### src/rtl/cascade_counter.sv
// cascade_counter
//
// Multi-stage cascaded counter used as a general timebase / event counter.
// NUM_STAGES digit stages of STAGE_WIDTH bits each count modulo STAGE_MODULO;
// stage i steps only when every lower stage rolls over in the same direction.
// Supports up/down counting, synchronous clear and load (with per-field
// clamping), a one-cycle wrap pulse, a sticky overflow flag and a
// combinational compare match.
//
// Ports:
//   clock           rising-edge clock
//   reset           asynchronous active-low reset
//   enable          count-advance request for this cycle
//   up_down         1 = count up, 0 = count down
//   clear           synchronous clear of count and overflow
//   load            synchronous load of load_value (clamped per stage)
//   load_value      packed per-stage load fields, stage i at [i*W +: W]
//   overflow_clear  clears the sticky overflow flag (a same-edge wrap wins)
//   compare_value   packed match target
//   count           registered packed stage values
//   carry_out       registered one-cycle pulse following a full wrap
//   overflow        sticky wrap flag
//   match           count == compare_value (combinational)

module cascade_counter #(
    parameter int NUM_STAGES   = 2,
    parameter int STAGE_WIDTH  = 5,
    parameter int STAGE_MODULO = 32
) (
    input  logic                              clock,
    input  logic                              reset,
    input  logic                              enable,
    input  logic                              up_down,
    input  logic                              clear,
    input  logic                              load,
    input  logic [NUM_STAGES*STAGE_WIDTH-1:0] load_value,
    input  logic                              overflow_clear,
    input  logic [NUM_STAGES*STAGE_WIDTH-1:0] compare_value,
    output logic [NUM_STAGES*STAGE_WIDTH-1:0] count,
    output logic                              carry_out,
    output logic                              overflow,
    output logic                              match
);

    // Largest legal digit value. Rollover is detected against this value so a
    // modulus below 2^STAGE_WIDTH wraps correctly instead of relying on the
    // natural binary overflow of the stage register.
    localparam logic [STAGE_WIDTH-1:0] STAGE_MAX = STAGE_WIDTH'(STAGE_MODULO - 1);

    logic [NUM_STAGES-1:0][STAGE_WIDTH-1:0] count_q, count_d;
    logic                                   carry_q, carry_d;
    logic                                   overflow_q, overflow_d;

    logic [NUM_STAGES-1:0][STAGE_WIDTH-1:0] load_fields;

    // lower_max[i] / lower_zero[i]: every stage below i sits at its up / down
    // rollover point. Index NUM_STAGES therefore means "the whole counter".
    logic [NUM_STAGES:0] lower_max;
    logic [NUM_STAGES:0] lower_zero;
    logic                full_wrap;

    assign load_fields = load_value;

    always_comb begin
        lower_max[0]  = 1'b1;
        lower_zero[0] = 1'b1;
        for (int i = 0; i < NUM_STAGES; i++) begin
            lower_max[i+1]  = lower_max[i]  && (count_q[i] == STAGE_MAX);
            lower_zero[i+1] = lower_zero[i] && (count_q[i] == '0);
        end
    end

    assign full_wrap = enable && (up_down ? lower_max[NUM_STAGES] : lower_zero[NUM_STAGES]);

    always_comb begin
        // NOTE: every signal written here gets a default first so that no path
        // leaves it unassigned, which would otherwise infer a latch.
        count_d    = count_q;
        carry_d    = 1'b0;
        overflow_d = overflow_q;

        if (clear) begin
            count_d    = '0;
            overflow_d = 1'b0;
        end else if (load) begin
            for (int i = 0; i < NUM_STAGES; i++) begin
                count_d[i] = (load_fields[i] > STAGE_MAX) ? STAGE_MAX : load_fields[i];
            end
            if (overflow_clear) begin
                overflow_d = 1'b0;
            end
        end else begin
            if (enable) begin
                for (int i = 0; i < NUM_STAGES; i++) begin
                    if (up_down && lower_max[i]) begin
                        count_d[i] = (count_q[i] == STAGE_MAX) ? '0 : count_q[i] + 1'b1;
                    end else if (!up_down && lower_zero[i]) begin
                        count_d[i] = (count_q[i] == '0) ? STAGE_MAX : count_q[i] - 1'b1;
                    end
                end
            end
            // A wrap on the same edge takes precedence over overflow_clear.
            if (full_wrap) begin
                carry_d    = 1'b1;
                overflow_d = 1'b1;
            end else if (overflow_clear) begin
                overflow_d = 1'b0;
            end
        end
    end

    // NOTE: state registers use non-blocking assignments so every flop samples
    // the pre-edge values, independent of statement order.
    always_ff @(posedge clock or negedge reset) begin
        if (!reset) begin
            count_q    <= '0;
            carry_q    <= 1'b0;
            overflow_q <= 1'b0;
        end else begin
            count_q    <= count_d;
            carry_q    <= carry_d;
            overflow_q <= overflow_d;
        end
    end

    assign count     = count_q;
    assign carry_out = carry_q;
    assign overflow  = overflow_q;
    assign match     = (count_q == compare_value);

endmodule

### config.mk
export PLATFORM = sky130hd
export DESIGN_NAME = cascade_counter
export DESIGN_NICKNAME = d
export VERILOG_FILES = /design/src/rtl/cascade_counter.sv
export SDC_FILE = /design/constraint.sdc
export NUM_CORES = 1
export LEC_CHECK = 0
export BUFFER_PORTS_ARGS = -buffer_cell sky130_fd_sc_hd__buf_2
export CAP_MARGIN = 20
export CORE_MARGIN = 1
export CORE_UTILIZATION = 50
export DETAILED_ROUTE_END_ITERATION = 8
export PLACE_DENSITY = 0.8
export SLEW_MARGIN = 20
export SYNTH_ARGS = -nofsm -noshare
export SYNTH_HDL_FRONTEND = slang
export SYNTH_SLANG_ARGS = --single-unit
### constraint.sdc
create_clock -name clock -period 2.1 [get_ports clock]
set_input_delay 0.42 -clock clock [delete_from_list [all_inputs] [get_ports clock]]
set_output_delay 0.42 -clock clock [all_outputs]
set_load 0.01 [all_outputs]
==> impl_metrics.toml <==
[setup_path]
crit_slowest_cell = "dfrtp_1"
worstPathMaxFanout = 7
cp-end-kind = "flip-flop"
r2r_cells = 7
rr_endpoint = "count[7]$_DFFE_PN0P_"
path_delay_family = "compound AO/OA/AOI/OAI gates"
cp_cell_sequence = "ha_1, and3_1, ha_1, and3b_1, a221o_1, o211ai_1, a311oi_1"
ff2ff_setup_slack_ns = 0.14
start_kind = "flip-flop"
path_buf_inv = 0
cp_common_cell = "ha_1"
crit_type = "flip-flop to flip-flop"
r2r-start = "count[5]$_DFFE_PN0P_"
cpPeakStageDelay_ns = 0.47
worstPathArrival_ns = 2.16
crit_required_ns = 2.30

[sta]
slew_headroom_pct = 70.7
hold_violations = 5
hold_ws_ns = -0.000720
worstMarginPinSlew_ns = 0.438
clock-skew-final_ns = 0.00676
drv_slew = 0
fin_crit_ns = 1.96
rsz0062_at_grt = "no"
finalSetupViolations = 0
fmax_ghz = 0.510
post-route-period-util_pct = 93.3
tns_ns = 0

[pwr]
p_per_area_mw_per_mm2 = 517
p_sw_share_pct = 34.0
power.switching_mw = 0.246
pwr-share-comb_pct = 36.3
pwr-share-clk_pct = 26.0
internal-power_mw = 0.479
total_power_mw = 0.725
pwr-share-seq_pct = 37.8
p_leak_nw = 0.666
ir_worst_vdd_v = 0.000423

[grt]
met1_usage_pct = 33.1
overflow = 0
grt_max_degree = 19
grt_pass1_wl_um = 4920
grt_use_met2_pct = 42.2
met3_usage_pct = 4.63
busiest_layer = "met2"
antenna_found_initial = 0
grtUsageTotal_pct = 25.8
grt_pass1_vias = 1141

[cells_and_area]
nFillCells = 200
layout_commonest_cell = "buf_2"
diodes = 0
fin_cells = 201
nets = 207
final_cell_mix = "39 x buf_2, 12 x nand2_1, 12 x dfrtp_1"
drive_gt1_share_pct = 31.2
area_growth_syn_to_layout_pct = 21.7

[routing]
dr.pass1.iters = 4
vias_per_cell = 6.05
drt_iter0_markers = 32
ant_nets = 0
dr_total_vias = 1217
wl_um = 2940
wl_per_cell_um = 14.6
post-route-drc-count = 0

[floorplan]
die_h_um = 50.0
dieArea_sq_mm = 0.00250
core_sq_mm = 0.00219
start_util_pct = 52.7
io-pin-count = 40
die_w_um = 50.0
fp-row-count = 17

[clock_tree]
root_buffer = "clkbuf_4"
postCtsResizedCells = 0
clk_latency_ns = 0.29
htree_levels = 1
post_cts_buffers = 0
path_clk_slew_ns = 0.08
cts_tree = "done"
cts_buffers = 3
cts_buffer_depth = 2
cts_sinks = 12
ctsHoldBuffers = 0

[place]
gp_congestion = 0.861
post-place-cells = 197
place_hpwl_um = 2270
io_buffers = 39

[yosys]
netlist_instances = 135
async_flop_share_pct = 100
seq_area_frac_synth_pct = 26.0
yosysWarningCount = 0
ys_types = 45
synth_edf_count = 0
synth_ff_type = "dfrtp_1"
syn_area_per_cell_sq_um = 8.55
ys_seq_elements = 12
synth_nets = 168
synthesis.area_sq_mm = 0.00115

[min_path]
hp-class = "input pin to asynchronous set/reset pin"

[outcome]
status = "finished with violations"
violations = "hold timing"

[run]
maxCapViolCount = 0
[through the flow]
step	setup slack [ns]	utilization (%)	cell area, sq um	hold slack [ns]
5_1_grt	0.0110	64.1	1400	0.0167
2_1_floorplan	0.188	-	1150	0.124
4_1_cts	0.109	63.7	1400	0.0118
6_report	0.141	64.1	1400	-0.000720
3_3_place_gp	0.163	62.0	1360	0.307
3_5_place_dp	0.148	62.0	1360	0.320
[final cells by class]
| type | count | area [sq um] | share of cell area [%] |
|---|---|---|---|
| clock buffers | 4 | 36.3 | 2.58 |
| inverters | 8 | 30.0 | 2.14 |
| multi-input cells | 105 | 769 | 54.8 |
| flip-flops and latches | 12 | 300 | 21.4 |
| well taps | 28 | 35.0 | 2.50 |
| repair buffers | 44 | 233 | 16.6 |
[layer usage]
layer | vias up | share of wire, % | wire, um
met5 | - | 0 | 0
met4 | 0 | 1.4 | 40
met3 | 5 | 8.7 | 256
met2 | 62 | 46 | 1360
met1 | 574 | 44 | 1280
li1 | 576 | - | -
[worst register-to-register path, cell delays in order (launching register included)]
cell and delay (ns):
dfrtp_1 0.47, ha_1 0.27, and3_1 0.19, ha_1 0.20
and3b_1 0.24, a221o_1 0.15, o211ai_1 0.09, a311oi_1 0.27
[worst max path at each step]
stage	startpoint	endpoint	slack, ns	cells past startpoint
after floorplan	count[0]$_DFFE_PN0P_	count[7]$_DFFE_PN0P_	0.19	7
after global placement	count[5]$_DFFE_PN0P_	count[7]$_DFFE_PN0P_	0.16	7
after detailed placement	count[0]$_DFFE_PN0P_	count[5]$_DFFE_PN0P_	0.15	7
after CTS	count[0]$_DFFE_PN0P_	count[9]$_DFFE_PN0P_	0.11	7
after global routing	count[5]$_DFFE_PN0P_	count[7]$_DFFE_PN0P_	0.01	7
final	count[5]$_DFFE_PN0P_	count[7]$_DFFE_PN0P_	0.14	7
[cells by family after synthesis]
kind of cell | count (synthesis) | synth area share [%]
mux | 2 | 1.84
compound gates | 36 | 23.5
simple gates | 48 | 24.2
flops | 12 | 26.0
xor+xnor | 13 | 9.87
fa+ha+maj | 6 | 6.51
buf+inv | 18 | 8.03
[registers in the layout, summed over array words and instances, names as in the netlist]
name,count
count,10
carry_out,1
overflow,1
[power by group through the flow]
| stage | clock network [mW] | logic (mW) | registers, mW |
|---|---|---|---|
| after CTS | 0.193 | 0.262 | 0.273 |
| after global routing | 0.204 | 0.290 | 0.277 |
| after detailed placement | 0 | 0.260 | 0.278 |
| final | 0.188 | 0.263 | 0.274 |
| after global placement | 0 | 0.254 | 0.276 |
| after floorplan | 0 | 0.174 | 0.281 |
[synthesized netlist by cell type, types with 3 or more instances]
library cell / instances / area [sq um]
clkbuf_1: 5 / 18.8
a21oi_1: 6 / 30.0
a221o_1: 3 / 30.0
inv_1: 8 / 30.0
nor2_1: 3 / 11.3
ha_1: 6 / 75.1
nand2_1: 12 / 45.0
nor3b_1: 3 / 22.5
nand2b_1: 3 / 18.8
nand3_1: 4 / 20.0
a211oi_1: 3 / 22.5
o211ai_1: 5 / 37.5
o21ai_0: 3 / 15.0
nor3_1: 8 / 40.0
dfrtp_1: 12 / 300
xnor2_1: 11 / 96.3
buf_6: 3 / 33.8
No activity file was read; power rests on OpenSTA's default activity.
